--- src/rtl/lsu_pkg.sv ---
// ----------------------------------------------------------------------------
// Package : lsu_pkg
// Brief   : Shared funct3 encodings, FSM states and defaults for the LSU.
// Rev     : 1.0
// ----------------------------------------------------------------------------
`default_nettype none

package lsu_pkg;

  localparam logic [2:0] F3_B  = 3'b000;
  localparam logic [2:0] F3_H  = 3'b001;
  localparam logic [2:0] F3_W  = 3'b010;
  localparam logic [2:0] F3_BU = 3'b100;
  localparam logic [2:0] F3_HU = 3'b101;

  localparam int unsigned MEM_WORDS_DEFAULT = 1024;

  typedef enum logic [2:0] {
    ST_IDLE     = 3'd0,
    ST_LOAD     = 3'd1,
    ST_RMW_READ = 3'd2,
    ST_WRITE    = 3'd3,
    ST_RESP     = 3'd4
  } lsu_state_t;

  // Stores only have B/H/W; loads additionally have BU/HU.
  function automatic logic f3_illegal(input logic is_store, input logic [2:0] f3);
    if (is_store) begin
      return (f3 > F3_W);
    end
    return (f3 == 3'b011) || (f3 == 3'b110) || (f3 == 3'b111);
  endfunction

endpackage

`default_nettype wire

--- src/rtl/load_store_unit_if.sv ---
// ----------------------------------------------------------------------------
// Interface : load_store_unit_if
// Brief     : Core request/response and data-memory signals of the LSU.
// Rev       : 1.0
// ----------------------------------------------------------------------------
`default_nettype none

interface load_store_unit_if;

  logic        req_valid;
  logic        req_ready;
  logic        req_write;
  logic [2:0]  req_funct3;
  logic [31:0] req_addr;
  logic [31:0] req_wdata;

  logic        rsp_valid;
  logic [31:0] rsp_rdata;
  logic        rsp_misaligned;
  logic        rsp_fault;

  logic [31:0] mem_address;
  logic        mem_read;
  logic        mem_write;
  logic [31:0] mem_write_data;
  logic [31:0] mem_read_data;

  // Environment side: drives requests and returns memory read data.
  modport master (
    output req_valid, req_write, req_funct3, req_addr, req_wdata, mem_read_data,
    input  req_ready, rsp_valid, rsp_rdata, rsp_misaligned, rsp_fault,
    input  mem_address, mem_read, mem_write, mem_write_data
  );

  modport slave (
    input  req_valid, req_write, req_funct3, req_addr, req_wdata, mem_read_data,
    output req_ready, rsp_valid, rsp_rdata, rsp_misaligned, rsp_fault,
    output mem_address, mem_read, mem_write, mem_write_data
  );

endinterface

`default_nettype wire

--- src/rtl/lsu_align.sv ---
// ----------------------------------------------------------------------------
// Module : lsu_align
// Brief  : Byte/half lane extraction with extension, store merge, alignment check.
// Rev    : 1.0
// ----------------------------------------------------------------------------
`default_nettype none

module lsu_align
  import lsu_pkg::*;
(
  input  logic [31:0] word_i,
  input  logic [1:0]  offset_i,
  input  logic [2:0]  funct3_i,
  input  logic [31:0] store_data_i,
  output logic [31:0] load_data_o,
  output logic [31:0] merged_o,
  output logic        misaligned_o
);

  logic [7:0]  w_byte;
  logic [15:0] w_half;

  always_comb begin
    w_byte = word_i[{offset_i, 3'b000} +: 8];
    w_half = offset_i[1] ? word_i[31:16] : word_i[15:0];

    load_data_o = word_i;
    case (funct3_i)
      F3_B:    load_data_o = {{24{w_byte[7]}}, w_byte};
      F3_BU:   load_data_o = {24'h000000, w_byte};
      F3_H:    load_data_o = {{16{w_half[15]}}, w_half};
      F3_HU:   load_data_o = {16'h0000, w_half};
      default: load_data_o = word_i;
    endcase

    merged_o = word_i;
    case (funct3_i[1:0])
      2'b00:   merged_o[{offset_i, 3'b000} +: 8]   = store_data_i[7:0];
      2'b01:   merged_o[{offset_i[1], 4'b0000} +: 16] = store_data_i[15:0];
      default: merged_o = store_data_i;
    endcase

    // funct3[1:0] carries the access size for both signed and unsigned forms.
    case (funct3_i[1:0])
      2'b01:   misaligned_o = offset_i[0];
      2'b10:   misaligned_o = (offset_i != 2'b00);
      default: misaligned_o = 1'b0;
    endcase
  end

endmodule

`default_nettype wire

--- src/rtl/load_store_unit.sv ---
// ----------------------------------------------------------------------------
// Module : load_store_unit
// Brief  : RV32I load/store sequencer onto a word-addressed memory (RMW for SB/SH).
// Rev    : 1.0
// ----------------------------------------------------------------------------
`default_nettype none

module load_store_unit
  import lsu_pkg::*;
#(
  parameter int unsigned MEM_WORDS = MEM_WORDS_DEFAULT
) (
  input  logic             clk,
  input  logic             rst,
  load_store_unit_if.slave bus_io
);

  lsu_state_t  state_q, state_d;
  logic [31:0] addr_q, addr_d;
  logic [2:0]  funct3_q, funct3_d;
  logic        write_q, write_d;
  logic [31:0] wdata_q, wdata_d;
  logic [31:0] merged_q, merged_d;
  logic [31:0] rdata_q, rdata_d;
  logic        misaligned_q, misaligned_d;
  logic        fault_q, fault_d;

  logic [1:0]  w_offset;
  logic [2:0]  w_funct3;
  logic [31:0] w_load_data;
  logic [31:0] w_merged;
  logic        w_misaligned;
  logic        w_illegal;
  logic        w_range;

  // The aligner checks the incoming request in IDLE and the captured one afterwards.
  assign w_offset  = (state_q == ST_IDLE) ? bus_io.req_addr[1:0] : addr_q[1:0];
  assign w_funct3  = (state_q == ST_IDLE) ? bus_io.req_funct3    : funct3_q;
  assign w_illegal = f3_illegal(bus_io.req_write, bus_io.req_funct3);
  assign w_range   = ({2'b00, bus_io.req_addr[31:2]} >= MEM_WORDS);

  lsu_align u_align (
    .word_i       (bus_io.mem_read_data),
    .offset_i     (w_offset),
    .funct3_i     (w_funct3),
    .store_data_i (wdata_q),
    .load_data_o  (w_load_data),
    .merged_o     (w_merged),
    .misaligned_o (w_misaligned)
  );

  always_ff @(posedge clk or posedge rst) begin
    if (rst) begin
      state_q      <= ST_IDLE;
      addr_q       <= 32'h0;
      funct3_q     <= 3'b000;
      write_q      <= 1'b0;
      wdata_q      <= 32'h0;
      merged_q     <= 32'h0;
      rdata_q      <= 32'h0;
      misaligned_q <= 1'b0;
      fault_q      <= 1'b0;
    end else begin
      state_q      <= state_d;
      addr_q       <= addr_d;
      funct3_q     <= funct3_d;
      write_q      <= write_d;
      wdata_q      <= wdata_d;
      merged_q     <= merged_d;
      rdata_q      <= rdata_d;
      misaligned_q <= misaligned_d;
      fault_q      <= fault_d;
    end
  end

  always_comb begin
    state_d      = state_q;
    addr_d       = addr_q;
    funct3_d     = funct3_q;
    write_d      = write_q;
    wdata_d      = wdata_q;
    merged_d     = merged_q;
    rdata_d      = rdata_q;
    misaligned_d = misaligned_q;
    fault_d      = fault_q;

    case (state_q)
      ST_IDLE: begin
        if (bus_io.req_valid) begin
          addr_d       = bus_io.req_addr;
          funct3_d     = bus_io.req_funct3;
          write_d      = bus_io.req_write;
          wdata_d      = bus_io.req_wdata;
          rdata_d      = 32'h0;
          // Priority: illegal funct3, then misalignment, then range.
          misaligned_d = !w_illegal && w_misaligned;
          fault_d      = w_illegal || (!w_misaligned && w_range);
          if (w_illegal || w_misaligned || w_range) begin
            state_d = ST_RESP;
          end else if (!bus_io.req_write) begin
            state_d = ST_LOAD;
          end else if (bus_io.req_funct3 == F3_W) begin
            state_d = ST_WRITE;
          end else begin
            state_d = ST_RMW_READ;
          end
        end
      end
      ST_LOAD: begin
        rdata_d = w_load_data;
        state_d = ST_RESP;
      end
      ST_RMW_READ: begin
        merged_d = w_merged;
        state_d  = ST_WRITE;
      end
      ST_WRITE: begin
        state_d = ST_RESP;
      end
      ST_RESP: begin
        state_d = ST_IDLE;
      end
      default: begin
        state_d = ST_IDLE;
      end
    endcase
  end

  // Strobes decode straight from state so an async reset kills them immediately.
  assign bus_io.req_ready      = (state_q == ST_IDLE);
  assign bus_io.rsp_valid      = (state_q == ST_RESP);
  assign bus_io.rsp_rdata      = rdata_q;
  assign bus_io.rsp_misaligned = misaligned_q;
  assign bus_io.rsp_fault      = fault_q;
  assign bus_io.mem_address    = {addr_q[31:2], 2'b00};
  assign bus_io.mem_read       = (state_q == ST_LOAD) || (state_q == ST_RMW_READ);
  assign bus_io.mem_write      = (state_q == ST_WRITE) && write_q;
  assign bus_io.mem_write_data = (funct3_q == F3_W) ? wdata_q : merged_q;

endmodule

`default_nettype wire

--- src/flat_wrapper.sv ---
// flat-port wrapper written by rule: the top's interface ports become plain ports
module load_store_unit_flat import lsu_pkg::*;
#(
  parameter int unsigned MEM_WORDS = MEM_WORDS_DEFAULT
)
  (clk, rst, bus_io_req_valid, bus_io_req_write, bus_io_req_funct3, bus_io_req_addr, bus_io_req_wdata, bus_io_mem_read_data, bus_io_req_ready, bus_io_rsp_valid, bus_io_rsp_rdata, bus_io_rsp_misaligned, bus_io_rsp_fault, bus_io_mem_address, bus_io_mem_read, bus_io_mem_write, bus_io_mem_write_data);
  load_store_unit_if bus_io_i ();
  input  logic clk;
  input  logic rst;
  input wire logic [$bits(bus_io_i.req_valid)-1:0] bus_io_req_valid;
  input wire logic [$bits(bus_io_i.req_write)-1:0] bus_io_req_write;
  input wire logic [$bits(bus_io_i.req_funct3)-1:0] bus_io_req_funct3;
  input wire logic [$bits(bus_io_i.req_addr)-1:0] bus_io_req_addr;
  input wire logic [$bits(bus_io_i.req_wdata)-1:0] bus_io_req_wdata;
  input wire logic [$bits(bus_io_i.mem_read_data)-1:0] bus_io_mem_read_data;
  output wire logic [$bits(bus_io_i.req_ready)-1:0] bus_io_req_ready;
  output wire logic [$bits(bus_io_i.rsp_valid)-1:0] bus_io_rsp_valid;
  output wire logic [$bits(bus_io_i.rsp_rdata)-1:0] bus_io_rsp_rdata;
  output wire logic [$bits(bus_io_i.rsp_misaligned)-1:0] bus_io_rsp_misaligned;
  output wire logic [$bits(bus_io_i.rsp_fault)-1:0] bus_io_rsp_fault;
  output wire logic [$bits(bus_io_i.mem_address)-1:0] bus_io_mem_address;
  output wire logic [$bits(bus_io_i.mem_read)-1:0] bus_io_mem_read;
  output wire logic [$bits(bus_io_i.mem_write)-1:0] bus_io_mem_write;
  output wire logic [$bits(bus_io_i.mem_write_data)-1:0] bus_io_mem_write_data;
  assign bus_io_i.req_valid = bus_io_req_valid;
  assign bus_io_i.req_write = bus_io_req_write;
  assign bus_io_i.req_funct3 = bus_io_req_funct3;
  assign bus_io_i.req_addr = bus_io_req_addr;
  assign bus_io_i.req_wdata = bus_io_req_wdata;
  assign bus_io_i.mem_read_data = bus_io_mem_read_data;
  assign bus_io_req_ready = bus_io_i.req_ready;
  assign bus_io_rsp_valid = bus_io_i.rsp_valid;
  assign bus_io_rsp_rdata = bus_io_i.rsp_rdata;
  assign bus_io_rsp_misaligned = bus_io_i.rsp_misaligned;
  assign bus_io_rsp_fault = bus_io_i.rsp_fault;
  assign bus_io_mem_address = bus_io_i.mem_address;
  assign bus_io_mem_read = bus_io_i.mem_read;
  assign bus_io_mem_write = bus_io_i.mem_write;
  assign bus_io_mem_write_data = bus_io_i.mem_write_data;
  load_store_unit #(.MEM_WORDS(MEM_WORDS)) u_core (.clk(clk), .rst(rst), .bus_io(bus_io_i));
endmodule
--- config.mk ---
export PLATFORM = sky130hd
export DESIGN_NAME = load_store_unit_flat
export DESIGN_NICKNAME = d
export VERILOG_FILES = /design/src/rtl/lsu_pkg.sv /design/src/rtl/load_store_unit_if.sv /design/src/rtl/lsu_align.sv /design/src/rtl/load_store_unit.sv /design/src/flat_wrapper.sv
export SDC_FILE = /design/constraint.sdc
export NUM_CORES = 1
export LEC_CHECK = 0
export CAP_MARGIN = 20
export CORE_UTILIZATION = 40
export CTS_BUF_LIST = sky130_fd_sc_hd__clkbuf_4
export CTS_CLUSTER_SIZE = 40
export DETAILED_ROUTE_END_ITERATION = 6
export GPL_TIMING_DRIVEN = 0
export MAX_ROUTING_LAYER = met4
export PLACE_DENSITY_LB_ADDON = 0.25
export SYNTH_ARGS = -nofsm -noshare
export SYNTH_HDL_FRONTEND = slang
export SYNTH_SLANG_ARGS = --single-unit
--- constraint.sdc ---
create_clock -name clk -period 12.3 [get_ports clk]
set_input_delay 1.845 -clock clk [delete_from_list [all_inputs] [get_ports clk]]
set_output_delay 1.845 -clock clk [all_outputs]
set_load 0.005 [all_outputs]
==> metrics.md <==
| Metric | Value |
|---|---|
| Post-route ant nets | 0 |
| Die area | 18390 sq um |
| Post-DP Area | ~9500 sq um |
| Final wirelength | 22.34 mm |
| Worst r2r dst | u_core.bus_io.rsp_rdata[18] |
| Pre-antenna DRT Iters | 5 |
| Number of synthesized flops with an enable pin | 0 |
| Synth area leaders | dfrtp_1 (48%), mux2_2 (19%), buf_4 (3.4%) |
| Cell area after layout | 9711 sq um |
| Inserted Diodes | 0 |
| Leakage | approximately 4.2 nW |
| Vias/cell | 5.585 |
| GRT Total Usage | 25.93% |
| Area occupied by multi-input gates | 3299 sq um |
| Reg2reg start | u_core.state_q[0] |
| Num CTS Buffers | 17 |
| Yosys reg bits | 137 |
| WHS Path Cells | 2 |
| Fin. Hold Viols | 0 |
| Setup repair bufs after CTS | 0 |
| Worst reg-to-reg setup slack | 7.97 ns |
| DRC | 0 |
| Post-synthesis cell type count | 51 |
| Hold WC Path Type | reg -> reg |
| Max VDD drop | 0.06328 mV |
| Vias in the first global route | 6215 |
| H-tree Lvls | 4 |
| Clock period minus worst slack | 5.523 ns |
| Period utilisation layout | 44.90% |
| First-pass GRT wire length | about 35 mm |
| Layout fillers | 1482 |
| DR iter-0 viols | about 300 |
| Post-cts sizing count | 0 |
| Clock transition at path regs | 0.11 ns |
| Slew headroom | between 20% and 30% |
| Initial core utilization | 41.14% |
| Fmax achieved | 181.1 MHz |
| Die Ht | 135.6 um |
| Synth async-reset ratio | 100.0% |
| Worst reg2reg path depth | 9 |
| CP Class | reg -> out |
| Post-DP HPWL | 17.13 mm |
| Mean post-synth cell area | 11.59 sq um |
| TritonCTS Sinks | 137 |
| Yosys top cell area share | 48.01% |
| IO buf count | around 200 |
| Hold_buf cts | 0 |
| Power Dens Cells | 107.6 nW/um^2 |
| RePlAce Congestion | 0.8659 |
| Via count | 5998 |
| Synthesized instance count | a little over 600 |
| Worst hold start | u_core.bus_io.rsp_fault |
| Core area | 17360 sq um |
| Clock root buffer | clkbuf_4 |
| Critical Path Fanout Max | 10 |
| Final Setup Violations | 0 |
| Cell Chain, Critical Path | inv_1 > nor3_1 > clkbuf_1 > mux2_2 > clkdlybuf4s50_1 |
| Final global-route overflow total | 0 |
| Sequential share of the synthesized area | between 40% and 50% |
| Synth Warn # | 0 |
| Clock Skews | roughly 0.018 ns |
| Hold WS | around 0.50 ns |
| Worst path max stage delay | 0.88 ns |
| Mapped cell area | 7141 sq um |
| Worst EP arrival | 3.68 ns |
| Status | finished clean |
| Synth-to-Final Area Change | 35.99% |
| Io pins | 205 |
| RSZ-0062 raised after global routing | no |
| WL/cell | 20.80 um |
| Fraction of final layout cells sized beyond drive strength 1 | between 20% and 30% |
| Tightest Pin Transition | 1.083 ns |
| Reg area | 3428 sq um |
| Final Max Slew Viols | 0 |
| Hold Path End | u_core.bus_io.rsp_fault |
| Top FF cell, synth | dfrtp_1 |
| Die X | 135.6 um |
| Area leader, netlist | dfrtp_1 |
| Largest net degree at the start of global routing | between 70 and 80 |
| Max Cap Violations | 0 |
| Worst-Skew Late Latency | 0.56 ns |
| Post-layout net count | 950 |
| Deepest clock path buffer count | 2 |
| CP max stage cell | nor3_1 |
| TNS Setup | 0 ns |
| Crit start category | flip-flop |
| Worst EP required | ~10 ns |
| CTS tree | done |
| Rows | 48 |
| Initial antenna violation count | 0 |
| CP Capture Type | primary output |
-- critical path, delay by kind of cell (launching register included) --
family                 cells  cell delay, ns
buffers and inverters      3            1.26
DFF                        1            0.56
muxes                      1            0.42
and+or+nand+nor            1            0.88
-- how the worst max path moves through the flow --
stage	endpoint	slack [ns]	startpoint
after CTS	bus_io_mem_write_data[12]	6.82	u_core.funct3_q[1]
after global placement	u_core.addr_q[10]	4.95	rst
after detailed placement	u_core.bus_io.rsp_rdata[21]	6.67	bus_io_req_funct3[1]
final	bus_io_mem_write_data[12]	6.78	u_core.funct3_q[1]
after floorplan	u_core.addr_q[0]	6.79	rst
after global routing	bus_io_mem_write_data[12]	6.71	u_core.funct3_q[1]
-- where the power goes --
part | switching [W] | total [W] | internal [W]
Clock | 0.000165 | 0.000267 | 0.000102
Sequential | 0.0000368 | 0.000522 | 0.000485
Combinational | 0.000104 | 0.000256 | 0.000151
Total | 0.000306 | 0.00104 | 0.000738
-- flip-flops by register name, indices dropped and copies added (netlist names) --
name,flops
u_core.addr_q,32
u_core.bus_io.rsp_fault,1
u_core.bus_io.rsp_misaligned,1
u_core.bus_io.rsp_rdata,32
u_core.funct3_q,3
u_core.merged_q,32
u_core.state_q,3
u_core.wdata_q,32
u_core.write_q,1
-- logic make-up after synthesis --
family	share of synthesized area (%)
adder cells (fa/ha/maj)	1.402
multiplexers	20.57
AND/OR/NAND/NOR	8.060
AO/OA/AOI/OAI	16.07
flip-flops	48.01
buffers and inverters	5.835
other	0.05252
-- synth_stat cells (5+ instances only) --
| cell type | n |
|---|---|
| and2_1 | 8 |
| nor2b_1 | 5 |
| mux2i_1 | 5 |
| inv_1 | 8 |
| o22ai_1 | 10 |
| a21oi_1 | 19 |
| o21ai_0 | 6 |
| a221o_1 | 23 |
| a22o_1 | 15 |
| mux2_2 | 122 |
| ha_1 | 8 |
| clkbuf_1 | 24 |
| a221oi_1 | 15 |
| a211oi_1 | 8 |
| a2bb2oi_1 | 7 |
| dfrtp_1 | 137 |
| buf_2 | 6 |
| nor3_1 | 15 |
| nor2_1 | 27 |
| a22oi_1 | 23 |
| nand2_1 | 48 |
| buf_4 | 32 |
| nor4_1 | 5 |
-- per-stage QoR --
stage,util (%),cells,total power (W),setup slack (ns)
final,55.95,1074,0.001045,6.777
after global routing,55.95,1074,0.001093,6.710
after detailed placement,54.62,1045,0.0007857,6.671
after floorplan,-,617,0.0006513,6.787
after global placement,54.43,1044,0.0007777,4.949
after CTS,55.95,1074,0.001054,6.825
-- cell type report --
type,instances,share of cell area (%)
multi-input combinational,405,33.98
inverter,10,0.4381
buffer,65,3.904
tap,225,2.899
clock buffer,20,1.546
sequential,137,35.30
clock inverter,9,0.8246
timing repair buffer,203,21.11
-- cells in the final DEF, fill, tap and decap left out, types with 10 or more instances in the layout --
master / Yosys / final
a21oi_1: 19 / 19
a221o_1: 23 / 23
a221oi_1: 15 / 15
a22o_1: 15 / 15
a22oi_1: 23 / 23
buf_4: 32 / 32
clkbuf_1: 24 / 24
clkbuf_4: 0 / 20
clkdlybuf4s50_1: 0 / 202
dfrtp_1: 137 / 137
mux2_2: 122 / 122
nand2_1: 48 / 48
nor2_1: 27 / 27
nor3_1: 15 / 15
o22ai_1: 10 / 10
-- layer usage --
metal  wire length [um]  vias to the layer above  GRT usage (%)
met5                  0                        -              -
met4                641                        0          9.863
met3               1585                       39          5.612
met2              10180                      265          39.43
met1               9932                     2969          33.73
li1                   -                     2725              -
(Power assumes the default switching activity.)
